`src/rtl/crc32_fcs_inserter.sv`:
```
// rtl/crc32_fcs_inserter.sv - streaming CRC-32 FCS appender with one-stage output register
// crc32_d8 is the MSB-first byte-wide CRC-32 step (poly 0x04C11DB7); data[7] is shifted in first.

module crc32_d8 (
    input  logic [31:0] crc,
    input  logic [7:0]  data,
    output logic [31:0] crc_next
);
    always_comb begin
        crc_next = crc;
        for (int i = 7; i >= 0; i--) begin
            if (crc_next[31] ^ data[i]) begin
                crc_next = {crc_next[30:0], 1'b0} ^ 32'h04C1_1DB7;
            end else begin
                crc_next = {crc_next[30:0], 1'b0};
            end
        end
    end
endmodule

module crc32_fcs_inserter #(
    parameter logic [31:0] CRC_INIT   = 32'hFFFF_FFFF,
    parameter logic [31:0] CRC_XOROUT = 32'hFFFF_FFFF
) (
    input  logic        clk,
    input  logic        rst_n,
    input  logic [7:0]  s_data,
    input  logic        s_valid,
    output logic        s_ready,
    input  logic        s_last,
    output logic [7:0]  m_data,
    output logic        m_valid,
    input  logic        m_ready,
    output logic        m_last,
    output logic [15:0] frame_cnt
);
    typedef enum logic [2:0] {PAYLOAD, FCS0, FCS1, FCS2, FCS3} state_t;

    state_t      state_q, state_d;
    logic [31:0] crc_q;
    logic [31:0] crc_next;
    logic [31:0] fcs;
    logic [7:0]  data_rev;
    logic        slot_free;
    logic        accept;
    logic        fcs_load;
    logic        fcs_last;
    logic [7:0]  fcs_byte;

    // Payload LSB enters the MSB-first engine first, giving the reflected Ethernet CRC.
    always_comb begin
        for (int i = 0; i < 8; i++) begin
            data_rev[7-i] = s_data[i];
        end
        for (int i = 0; i < 32; i++) begin
            fcs[31-i] = crc_q[i] ^ CRC_XOROUT[31-i];
        end
    end

    crc32_d8 u_crc (
        .crc      (crc_q),
        .data     (data_rev),
        .crc_next (crc_next)
    );

    assign slot_free = !m_valid || m_ready;
    assign s_ready   = rst_n && (state_q == PAYLOAD) && slot_free;
    assign accept    = s_valid && s_ready;

    always_comb begin
        state_d  = state_q;
        fcs_load = 1'b0;
        fcs_last = 1'b0;
        fcs_byte = 8'h00;
        case (state_q)
            PAYLOAD: begin
                if (accept && s_last) state_d = FCS0;
            end
            FCS0: begin
                fcs_byte = fcs[7:0];
                if (slot_free) begin
                    fcs_load = 1'b1;
                    state_d  = FCS1;
                end
            end
            FCS1: begin
                fcs_byte = fcs[15:8];
                if (slot_free) begin
                    fcs_load = 1'b1;
                    state_d  = FCS2;
                end
            end
            FCS2: begin
                fcs_byte = fcs[23:16];
                if (slot_free) begin
                    fcs_load = 1'b1;
                    state_d  = FCS3;
                end
            end
            FCS3: begin
                fcs_byte = fcs[31:24];
                fcs_last = 1'b1;
                if (slot_free) begin
                    fcs_load = 1'b1;
                    state_d  = PAYLOAD;
                end
            end
            default: state_d = PAYLOAD;
        endcase
    end

    always_ff @(posedge clk or negedge rst_n) begin
        if (!rst_n) begin
            state_q <= PAYLOAD;
        end else begin
            state_q <= state_d;
        end
    end

    always_ff @(posedge clk or negedge rst_n) begin
        if (!rst_n) begin
            m_data    <= 8'h00;
            m_valid   <= 1'b0;
            m_last    <= 1'b0;
            crc_q     <= CRC_INIT;
            frame_cnt <= 16'h0000;
        end else begin
            if (m_valid && m_ready && m_last) begin
                frame_cnt <= frame_cnt + 16'd1;
            end
            if (accept) begin
                m_data  <= s_data;
                m_last  <= 1'b0;
                m_valid <= 1'b1;
                crc_q   <= crc_next;
            end else if (fcs_load) begin
                m_data  <= fcs_byte;
                m_last  <= fcs_last;
                m_valid <= 1'b1;
                if (fcs_last) crc_q <= CRC_INIT;
            end else if (m_ready) begin
                m_valid <= 1'b0;
            end
        end
    end
endmodule

```
`config.mk`:
```
export PLATFORM = sky130hd
export DESIGN_NAME = crc32_fcs_inserter
export DESIGN_NICKNAME = d
export VERILOG_FILES = /design/src/rtl/crc32_fcs_inserter.sv
export SDC_FILE = /design/constraint.sdc
export NUM_CORES = 1
export LEC_CHECK = 0
export BUFFER_PORTS_ARGS = -buffer_cell sky130_fd_sc_hd__buf_2
export CAP_MARGIN = 20
export CORE_MARGIN = 1.5
export CORE_UTILIZATION = 36
export CTS_CLUSTER_DIAMETER = 120
export DETAILED_ROUTE_END_ITERATION = 8
export MAX_ROUTING_LAYER = met4
export PLACE_DENSITY = 0.53
export SLEW_MARGIN = 20
export SYNTH_ARGS = -nofsm -noshare
export SYNTH_HDL_FRONTEND = slang
export SYNTH_SLANG_ARGS = --single-unit
```
`constraint.sdc`:
```
create_clock -name clk -period 3.6 [get_ports clk]
set_clock_uncertainty 0.15 [all_clocks]
set_input_delay 0.54 -clock clk [delete_from_list [all_inputs] [get_ports clk]]
set_output_delay 0.54 -clock clk [all_outputs]
set_load 0.05 [all_outputs]
```
# After elaboration in Yosys (flattened, before gate mapping)
# Index checks and enable logic that the tools add are counted.
# totals
register_bits,61
in_bits,13
output_inout_bits,27
elab_cells,107
# op_classes
addsub,1
eq_ne,9
n_mux,28
n_bitwise,48
reduce_logical,15
# ops
cell,n
27-bit two-way mux,8
14-bit inverter,8
32-bit two-way mux,3
1-bit inverter,32
8-bit one-hot mux with 4 select lines,1
16-bit by 1-bit adder with 16-bit output (second input constant),1
8-bit two-way mux,2
3-bit two-way mux,5
3-bit one-hot mux with 5 select lines,1
1-bit two-way mux,8
2-bit inequality test (second input constant),4
1-bit bitwise XOR,8
3-bit by 2-bit == test with 1-bit output (second input constant),2
1-bit logical AND,6
5-bit AND reduction,1
2-bit nonzero test,2
4-bit OR reduction,1
3-bit by 1-bit == test with 1-bit output (second input constant),1
3-bit == test (second input constant),1
3-bit logical NOT,1
3-bit nonzero test,1
2-bit by 1-bit inequality test with 1-bit output (second input constant),1
2-bit AND reduction,1
1-bit logical NOT,1
1-bit logical OR,1

# Depth between registers and ports, before layout
# Gate-level depths: netlist of run 1.
# depth
depth_word,17
mapped_depth,7

# By module
# Synthesis of run 1 repeated with hierarchy kept, for this count alone.
# unflattened
hier_cells,305
hier_area_um2,3866.2
# by_module_without_submodules
module,instances,cells_per_inst,area_each_um2
crc32_fcs_inserter,1,242,2876.5
crc32_d8,1,63,989.7

# Worst setup path before layout of run 1
# OpenSTA, ideal clock, no wires.
# synth_timing
path_type,input port to flip-flop
start,input s_data[1]
end,register crc_q[11]
arrival_ns,1.876
required_time_ns,3.377
setup_slack_ns,1.501
cell_stages,5
path_cell_list,xnor2_2 xnor2_2 xnor2_4 xnor3_1 a21oi_1
# synth_via
elab_chain_len,13
elab_cells_between_ends,14
cone_classes,8 x mux; 6 x bitwise
# synth_lines
item,line,text
from (decl),27,"input logic [7:0] s_data,"
1-bit bitwise XOR *,12,if (crc_next[31] ^ data[i]) begin
27-bit two-way mux *,12,
27-bit two-way mux,12,
14-bit inverter (no source line),n/a,
27-bit two-way mux,12,
14-bit inverter (no source line),n/a,
27-bit two-way mux (2 in a row),12,
14-bit inverter (no source line),n/a,
27-bit two-way mux,12,
14-bit inverter (no source line),n/a,
27-bit two-way mux *,12,
32-bit two-way mux *,131,if (accept) begin
to (signal assigned),135,crc_q <= crc_next;
to (decl),40,logic [31:0] crc_q;
# Every way passes the cells marked *; elsewhere a longest branch is shown, timed or not.
# A chain may end at the register's enable or synchronous reset.

# Final worst setup path of run 1
# layout_timing
start,register state_q[0]
end,output s_ready
# layout_via
elab_chain_len,3
# layout_lines
item,line,text
from (decl),39,"state_t state_q, state_d;"
from (signal assigned),116,state_q <= state_d;
3-bit logical NOT,67,assign s_ready = rst_n && (state_q == PAYLOAD) && slot_free;
1-bit logical AND (2 in a row),67,
to (decl),29,"output logic s_ready,"
# No other way between the ends.

==> impl_metrics.json, run 1 <==
{
  "finalWirelength_um": 8390,
  "grt_pass1_vias": 2520,
  "hpwl_um": 5990,
  "p_leak_nw": 1.72,
  "cts_sinks": 61,
  "swShare_pct": 44.1,
  "core_mm2": 0.00964,
  "p_seq_share_pct": 27.2,
  "fmax_mhz": 382,
  "arrival_ns": 1.93,
  "portBuffers": 39,
  "die-height_um": 102,
  "clockBufferDepth": 2,
  "ys_ff_latch": 61,
  "vias": 2523,
  "htreeDepth": 3,
  "grt-ovfl-total": 0,
  "path_cells": "nor2_1 > and3_1 > buf_2",
  "cts_buffers": 9,
  "hold_viol": 0,
  "grt_max_degree": 62,
  "cp.buffers_inverters": 1,
  "tritoncts": "yes",
  "cp-end-kind": "primary output",
  "cap_viol_max_count": 0,
  "critPathKind": "reg -> out",
  "nets": 387,
  "post_cts_resized": 0,
  "grt_pass1_wl_um": 13800,
  "clk_pin_slew_ns": 0.07,
  "required_ns": 2.91,
  "clock_latency_ns": 0.34,
  "max_stage_delay_ns": 0.66,
  "p_int_mw": 2.82,
  "row_count": 36,
  "routedWlPerCell_um": 16.4,
  "period_minus_slack_ns": 2.62,
  "synth_warnings": 0,
  "start_kind": "flip-flop",
  "drv_slew": 0,
  "syn_nets": 346,
  "timing.final.crit_share_pct": 72.7,
  "critical_path.max_fanout": 21,
  "synth_cells": 332,
  "status": "finished clean",
  "worst_slew_pin_slew_ns": 0.778,
  "dp_cells": 494,
  "setup_viol": 0,
  "die_area_mm2": 0.0105,
  "start_util_pct": 36.8,
  "synth.distinct_cells": 39,
  "place_area_mm2": 0.00388,
  "clock_power_share_pct": 12.0,
  "multi_input_area_mm2": 0.00192,
  "diodes": 0,
  "antenna_found_initial": 0,
  "seq_area_mm2": 0.00157,
  "dr.pass1.iters": 4,
  "critPathSlowestCell": "dfrtp_1",
  "postRouteAntennaNets": 0,
  "ir_drop_v": 0.000361,
  "gp_congestion": 0.871,
  "switching_power_mw": 2.23,
  "setup-tns-final_ns": 0,
  "drive_gt1_share_pct": 30.2,
  "die_w_um": 102,
  "viasPerCell": 4.94,
  "power.density_mw_per_mm2": 1230,
  "pwr-share-comb_pct": 60.8,
  "syn_to_final_growth_pct": 15.3,
  "rsz0062_at_grt": "false",
  "track_usage_pct": 18.4,
  "finalInstanceArea_mm2": 0.00409,
  "critical_path.top_delay_family": "simple AND/OR/NAND/NOR gates",
  "boundaryPins": 40,
  "syn_area_mm2": 0.00354,
  "stdcell_count": 511,
  "fillers": 992,
  "worst_hold_path_type": "reg -> reg",
  "cts-root-buf": "clkbuf_8",
  "drt-initial-drc-count": 141,
  "maxSlewHeadroom_pct": 48.2,
  "post-route-drc-count": 0,
  "syn_avg_cell_area_um2": 10.7,
  "seq_area_frac_synth_pct": 44.2,
  "holdWs_ns": 0.314
}
==> cell families after synthesis <==
group	count (synthesis)	synth area share [%]
compound gates	71	12.9
xor+xnor	87	26.9
fa+ha+maj	1	0.353
buf+inv	16	1.98
flops	61	44.2
mux	9	2.79
simple gates	87	10.9
==> timing repair <==
action,CTS,global route
endpoints found under the hold margin,1,0
buffers inserted,0,0
hold buffers,1,0
==> registers in the layout (all words and copies together), names as in the netlist <==
signal	count
m_data	8
m_valid	1
frame_cnt	16
crc_q	32
m_last	1
state_q	3
==> final timing paths <==
kind                                     from             to  slack (ns)  cells after the start
worst max-delay path               state_q[0]        s_ready        0.98                      3
worst min-delay path            frame_cnt[15]  frame_cnt[15]        0.31                      1
worst max register to register     state_q[0]     state_q[0]        1.05                      6
worst min register to register  frame_cnt[15]  frame_cnt[15]        0.31                      1
max in group asynchronous               rst_n     state_q[1]        1.92                      3
min in group asynchronous               rst_n         m_last        0.43                      2
==> metal layers <==
layer | global-route usage [%] | wire, um | vias to the layer above | share of wire, %
met5 | - | 0 | - | 0
met4 | 7.38 | 141 | 0 | 1.7
met3 | 2.94 | 350 | 9 | 4.2
met2 | 27.4 | 3960 | 64 | 47
met1 | 25.0 | 3930 | 1219 | 47
li1 | - | - | 1231 | -
==> synth_stat cells (all sizes together) <==
cell | instances | area [um^2]
nand2b | 6 | 37.5
dfstp | 32 | 841
a21oi | 33 | 165
o21a | 2 | 15.0
o22a | 7 | 61.3
dfrtp | 29 | 726
o2bb2ai | 2 | 17.5
mux2i | 2 | 20.0
ha | 1 | 12.5
o22ai | 6 | 37.5
a22oi | 4 | 30.0
mux2 | 7 | 78.8
nand2 | 10 | 37.5
a32o | 1 | 10.0
buf | 5 | 28.8
nor3 | 2 | 10.0
xnor3 | 3 | 67.6
a221oi | 7 | 61.3
or3 | 2 | 12.5
a211oi | 1 | 7.51
o41ai | 2 | 17.5
inv | 1 | 3.75
nand4 | 3 | 18.8
xnor2 | 60 | 649
clkbuf | 10 | 37.5
and3 | 6 | 37.5
and4 | 1 | 8.76
o21ai | 4 | 20.0
o211ai | 2 | 15.0
nand3 | 5 | 25.0
nor2 | 51 | 191
nor2b | 1 | 6.26
xor2 | 24 | 236
==> cells in the final DEF, fill, tap and decap left out, types with 3 or more instances in the layout <==
cell,instances
dfstp_2,32
buf_2,39
nand4_1,3
clkinv_2,4
xnor3_1,3
a221oi_1,7
nand2b_1,6
xnor2_1,48
mux2_2,7
o22ai_1,6
xor2_1,22
nand3_1,5
nand2_1,10
o22a_1,7
and3_1,6
clkbuf_8,10
dfrtp_1,29
o21ai_0,4
a21oi_1,33
nor2_1,50
xnor2_4,3
buf_4,5
xnor2_2,9
a22oi_1,4
==> power groups by stage <==
| stage | logic (mW) | clock network, mW | registers, mW |
|---|---|---|---|
| 2_1_floorplan | 2.34 | 0 | 1.50 |
| 3_3_place_gp | 3.08 | 0 | 1.38 |
| 3_5_place_dp | 3.08 | 0 | 1.38 |
| 4_1_cts | 3.10 | 0.622 | 1.37 |
| 5_1_grt | 3.35 | 0.661 | 1.42 |
| 6_report | 3.07 | 0.606 | 1.37 |
==> cell type report <==
class	instances	area share, %
Inverter	1	0.0919
Timing Repair Buffer	45	5.94
Sequential cell	61	38.3
Clock inverter	5	1.22
Tap cell	133	4.07
Multi-Input combinational cell	255	46.9
Clock buffer	11	3.46
==> stage by stage <==
stage	util, %	power, mW	setup WS, ns
final	42.4	5.04	0.984
after floorplan	-	3.83	1.50
after global placement	40.3	4.46	1.13
after global routing	42.4	5.43	0.764
after detailed placement	40.3	4.46	1.05
after CTS	42.4	5.09	0.978
(Power assumes the default switching activity.)
==> run 2: changes to the inputs <==
==> constraint.sdc (replaced) <==
create_clock -name clk -period 2.7 [get_ports clk]
set_clock_uncertainty 0.15 [all_clocks]
set_input_delay 0.405 -clock clk [delete_from_list [all_inputs] [get_ports clk]]
set_output_delay 0.405 -clock clk [all_outputs]
set_load 0.05 [all_outputs]
==> run 2 against run 1 <==
- highest routed layer unchanged
- routed wire length rose by 1.6%
- worst hold slack got worse by 0.13 ns
- critical endpoint is now crc_q[11]
- clock-buffer cell count fell by 1
- first-iteration DRC count fell by 7.1%
- global-route usage rose by 0.24 points
- critical path type is now reg -> reg
==> impl_metrics.json, run 2 (same netlist as run 1, synthesis figures left out) <==
{
  "critPathSlowestCell": "dfstp_2",
  "worst_slew_pin_slew_ns": 0.711,
  "core_mm2": 0.00964,
  "status": "finished clean",
  "p_int_mw": 3.92,
  "antenna_found_initial": 0,
  "timing.final.crit_share_pct": 82.6,
  "start_util_pct": 36.8,
  "maxSlewHeadroom_pct": 52.6,
  "pwr-share-comb_pct": 60.2,
  "finalWirelength_um": 8520,
  "post-route-drc-count": 0,
  "final_common_cell": "nor2_1",
  "cts_buffers": 9,
  "gp_congestion": 0.780,
  "crit_cells": 5,
  "finalInstanceArea_mm2": 0.00416,
  "period_minus_slack_ns": 2.23,
  "grt_pass1_vias": 2529,
  "ir_drop_v": 0.000559,
  "layout_common_cells": "nor2_1 (50), xnor2_1 (48), buf_2 (39)",
  "arrival_ns": 2.35,
  "required_ns": 2.82,
  "die-height_um": 102,
  "die_area_mm2": 0.0105,
  "row_count": 36,
  "clk_pin_slew_ns": 0.07,
  "largest_register_ffs": 32,
  "track_usage_pct": 18.6,
  "max_stage_delay_ns": 0.57,
  "die_w_um": 102,
  "critPathKind": "reg -> reg",
  "place_area_mm2": 0.00392,
  "drv_slew": 0,
  "path_cells": "xnor2_2 > xnor2_2 > xnor2_4 > xnor3_1 > a21oi_1",
  "cp-end-kind": "flip-flop",
  "p_seq_share_pct": 25.9,
  "setup_viol": 0,
  "drt-initial-drc-count": 131,
  "grt-ovfl-total": 0,
  "path_common_cell": "xnor2_2",
  "swShare_pct": 43.3,
  "largest-register": "crc_q",
  "cap_viol_max_count": 0,
  "post_cts_resized": 0,
  "fmax_mhz": 449,
  "postRouteAntennaNets": 0,
  "worst_hold_path_type": "in -> reg",
  "nets": 392,
  "clockBufferDepth": 2,
  "reg_top3": "crc_q x32, frame_cnt x16, m_data x8",
  "vias": 2572,
  "portBuffers": 39,
  "grt_max_degree": 56,
  "hpwl_um": 6010,
  "tritoncts": "yes",
  "viasPerCell": 4.98,
  "drive_gt1_share_pct": 31.3,
  "routedWlPerCell_um": 16.5,
  "p_leak_nw": 1.76,
  "cts_sinks": 61,
  "hold_viol": 0,
  "start_kind": "flip-flop",
  "clock_latency_ns": 0.35,
  "clock_power_share_pct": 13.9,
  "boundaryPins": 40,
  "diodes": 0,
  "power.density_mw_per_mm2": 1660,
  "setup-tns-final_ns": 0,
  "htreeDepth": 3,
  "cts-root-buf": "clkbuf_8",
  "syn_to_final_growth_pct": 17.5,
  "reg2reg_depth": 5,
  "dr.pass1.iters": 4,
  "cp.buffers_inverters": 0,
  "switching_power_mw": 2.99,
  "critical_path.top_delay_family": "XOR/XNOR gates",
  "worstHoldPathCells": 2,
  "rsz0062_at_grt": "false",
  "critical_path.max_fanout": 7,
  "grt_pass1_wl_um": 14000
}
-- run 2: changes by cell type in the layout (fill, tap and decap cells not counted) --
cell,before,now
buf_4,5,10
bufinv_16,1,2
clkbuf_1,1,0
clkinv_2,4,0
clkinv_4,0,2
clkinvlp_4,0,1
inv_6,0,1
-- run 2: area by class of cell --
class	count	area (um^2)
multi-input combinational	255	1920
sequential	61	1570
fill	963	5480
timing repair buffer	50	280
tap	133	166
inverter	1	3.75
clock buffer	10	138
clock inverter	6	93.8
-- run 2: per-layer routing --
layer	track usage, %	wire length [um]	up-vias
met1	26.5	4120	1247
li1	-	-	1242
met2	26.5	3930	73
met3	3.56	350	10
met4	6.22	112	0
met5	-	0	-
-- run 2: path summary, 6_finish.rpt --
path / slack [ns] / start / end
worst max register to register: 0.47 / crc_q[30] / crc_q[11]
worst max-delay path: 0.47 / crc_q[30] / crc_q[11]
max in group asynchronous: 1.12 / rst_n / frame_cnt[12]
worst min-delay path: 0.19 / s_data[5] / m_data[5]
worst min register to register: 0.34 / frame_cnt[15] / frame_cnt[15]
min in group asynchronous: 0.30 / rst_n / frame_cnt[0]
-- run 2: power groups by stage --
stage                     Sequential, mW  Clock, mW  Combinational [mW]
after floorplan                     1.99          0                3.12
after global placement              1.80          0                4.17
after detailed placement            1.80          0                4.19
after CTS                           1.79      0.978                4.22
after global routing                1.84       1.02                4.57
final                               1.79      0.957                4.16
-- run 2: per-stage QoR --
step                hold WS [ns]  worst slack [ns]  instances  total power, mW  util, %
finish                     0.185             0.471        516             6.91     43.2
global route               0.173             0.323        516             7.43     43.2
CTS                        0.172             0.449        516             6.98     43.2
detailed placement         0.128             0.439        499             5.99     40.7
global placement           0.135             0.498        499             5.96     40.7
floorplan                -0.0406             0.644        332             5.11        -
-- run 2: what timing repair did --
item	CTS	global route
buffers inserted	0	0
endpoints found under the hold margin	6	0
hold buffers	1	0
==> run 3: changes to the inputs <==
--- a/config.mk
+++ b/config.mk
@@ -5,6 +5,7 @@
 export SDC_FILE = /design/constraint.sdc
 export NUM_CORES = 1
 export LEC_CHECK = 0
+export ABC_AREA = 1
 export BUFFER_PORTS_ARGS = -buffer_cell sky130_fd_sc_hd__buf_2
 export CAP_MARGIN = 20
 export CORE_MARGIN = 1.5
==> constraint.sdc (replaced) <==
create_clock -name clk -period 2.2 [get_ports clk]
set_clock_uncertainty 0.15 [all_clocks]
set_input_delay 0.33 -clock clk [delete_from_list [all_inputs] [get_ports clk]]
set_output_delay 0.33 -clock clk [all_outputs]
set_load 0.05 [all_outputs]
==> run 3 against run 2 <==
- non-clock buffer count increased by 12
- die area grew 11%
- final cell count increased by 46%
- critical path depth down 1
- critical path type is now reg -> out
- clock-buffer cell count decreased by 1
- global-route usage rose by 2.6 points
- setup slack lost 0.27 ns
- worst hold slack worse by 0.16 ns
- routed wire length is 34% higher
- largest power group unchanged
==> impl_metrics.json, run 3 <==
{
  "status": "finished clean",
  "stdcell_count": 754,
  "critPathSlowestCell": "dfrtp_1",
  "antenna_found_initial": 0,
  "track_usage_pct": 21.2,
  "holdBufCountCts": 0,
  "grt_pass1_wl_um": 18400,
  "power.density_mw_per_mm2": 1560,
  "cts_sinks": 61,
  "clock_power_share_pct": 16.1,
  "ir_drop_v": 0.000620,
  "ys_top_cells_by_count": "nand2_1 (195), inv_1 (78), nand3_1 (36)",
  "drv_slew": 0,
  "clock_latency_ns": 0.36,
  "yosysTopAreaCellShare_pct": 21.3,
  "final_common_cell": "nand2_1",
  "synth_warnings": 0,
  "largest-register": "crc_q",
  "path_cells": "nor2_1 > nand2_1 > nor2_4 > buf_2",
  "maxSlewHeadroom_pct": 47.2,
  "setup_ws_ns": 0.202,
  "drive_gt1_share_pct": 20.8,
  "finalWirelength_um": 11500,
  "clockBufferDepth": 2,
  "syn_avg_cell_area_um2": 7.25,
  "syn_area_mm2": 0.00395,
  "die-height_um": 108,
  "r2r_slack_ns": 0.22,
  "tritoncts": "yes",
  "post_cts_buffers": 0,
  "p_int_mw": 3.70,
  "viasPerCell": 4.83,
  "synth_edf_count": 0,
  "grt-ovfl-total": 0,
  "seq_area_frac_synth_pct": 39.7,
  "syn_nets": 559,
  "postRouteAntennaNets": 0,
  "post_cts_resized": 0,
  "synth.distinct_cells": 36,
  "max_stage_delay_ns": 0.46,
  "post-route-drc-count": 0,
  "swShare_pct": 49.1,
  "holdWs_ns": 0.0217,
  "core_mm2": 0.0107,
  "setup_viol": 0,
  "synth_ff_type": "dfstp_2",
  "period_minus_slack_ns": 2.00,
  "synth_area_leaders": "dfstp_2 (21%), nand2_1 (19%), dfrtp_1 (18%)",
  "switching_power_mw": 3.57,
  "die_area_mm2": 0.0116,
  "arrival_ns": 1.52,
  "layout_common_cells": "nand2_1 (195), inv_1 (78), buf_2 (39)",
  "timing.final.crit_share_pct": 90.8,
  "hold_viol": 0,
  "r2r_start": "state_q[2]",
  "pwr-share-comb_pct": 55.7,
  "reg_top3": "crc_q x32, frame_cnt x16, m_data x8",
  "cap_viol_max_count": 0,
  "dr.pass1.iters": 4,
  "vias": 3641,
  "gp_congestion": 0.857,
  "cts_buffers": 9,
  "ys_ff_latch": 61,
  "synth_top_cell_by_area": "dfstp_2",
  "setup-tns-final_ns": 0,
  "drt-initial-drc-count": 190,
  "fmax_mhz": 500,
  "grt_pass1_vias": 3611,
  "critical_path.max_fanout": 6,
  "post-synth-top-count-cell": "nand2_1",
  "dp_cells": 738,
  "htreeDepth": 3,
  "rsz0062_at_grt": "false",
  "grt_max_degree": 62,
  "critPathKind": "reg -> out",
  "p_seq_share_pct": 28.2,
  "row_count": 38,
  "start_kind": "flip-flop",
  "cts-root-buf": "clkbuf_8",
  "largest_register_ffs": 32,
  "cp-end-kind": "primary output",
  "required_ns": 1.72,
  "hpwl_um": 8310,
  "routedWlPerCell_um": 15.2,
  "syn_to_final_growth_pct": 17.9,
  "portBuffers": 39,
  "reg2reg_depth": 8,
  "start_util_pct": 36.8,
  "reg2reg_to": "crc_q[26]",
  "p_leak_nw": 2.50,
  "nets": 623,
  "worst_hold_path_type": "in -> async",
  "boundaryPins": 40,
  "async_reset_ff_share_pct": 100,
  "clk_pin_slew_ns": 0.08,
  "synth_cells": 545,
  "diodes": 0,
  "total_power_mw": 7.27,
  "die_w_um": 108,
  "pre_cts_ws_ns": 0.206,
  "worst_slew_pin_slew_ns": 0.792
}
-- run 3: cell count changes after synthesis, moves of 16 or more --
cell     before  now
a21oi_1      33    8
nand3_1       5   36
inv_1         1   78
nor2_1       51   35
o21ai_0       4   26
nand2_1      10  195
xnor2_1      48   15
-- run 3: stage by stage --
step,area [um^2],util (%)
finish,4660,43.4
global route,4660,43.4
CTS,4660,43.4
detailed placement,4440,41.3
global placement,4440,41.3
floorplan,3960,-
-- run 3: how the worst max path moves through the flow --
stage,endpoint,slack [ns],cells past startpoint,startpoint
final,s_ready,0.20,4,state_q[2]
after global routing,state_q[1],0.03,13,m_valid
after CTS,s_ready,0.19,4,state_q[2]
after detailed placement,frame_cnt[14],0.21,7,m_ready
after global placement,frame_cnt[14],0.23,7,m_ready
after floorplan,state_q[1],0.11,12,m_valid
-- run 3: area by class of cell --
cell class / count / area [um^2]
fill: 1133 / 6090
multi-input combinational: 394 / 2020
sequential: 61 / 1570
timing repair buffer: 62 / 368
inverter: 81 / 305
tap: 140 / 175
clock buffer: 9 / 124
clock inverter: 7 / 98.8
-- run 3: logic make-up after synthesis --
family	synth area share [%]
compound gates	8.87
buf+inv	9.31
flops	39.7
simple gates	29.7
xor+xnor	11.9
mux	0.285
fa+ha+maj	0.317
-- run 3: routing by layer --
layer	up-vias	part of all wire, %	global-route usage, %
met5	-	0	-
met4	0	1.0	4.79
met3	12	5.0	3.57
met2	84	48	36.0
met1	1713	46	26.6
li1	1832	-	-
-- run 3: worst max-delay path, delay by kind of cell, from the launching register on --
kind                   cells  cell delay, ns
DFF                        1            0.46
buffers and inverters      1            0.28
and+or+nand+nor            3            0.42
-- run 3: power by group through the flow --
stage / sequential (mW) / combinational, mW / clock, mW
CTS: 2.05 / 4.03 / 1.19
floorplan: 2.33 / 2.57 / 0
global route: 2.12 / 4.49 / 1.25
detailed placement: 2.07 / 4.00 / 0
global placement: 2.06 / 4.00 / 0
finish: 2.05 / 4.05 / 1.17
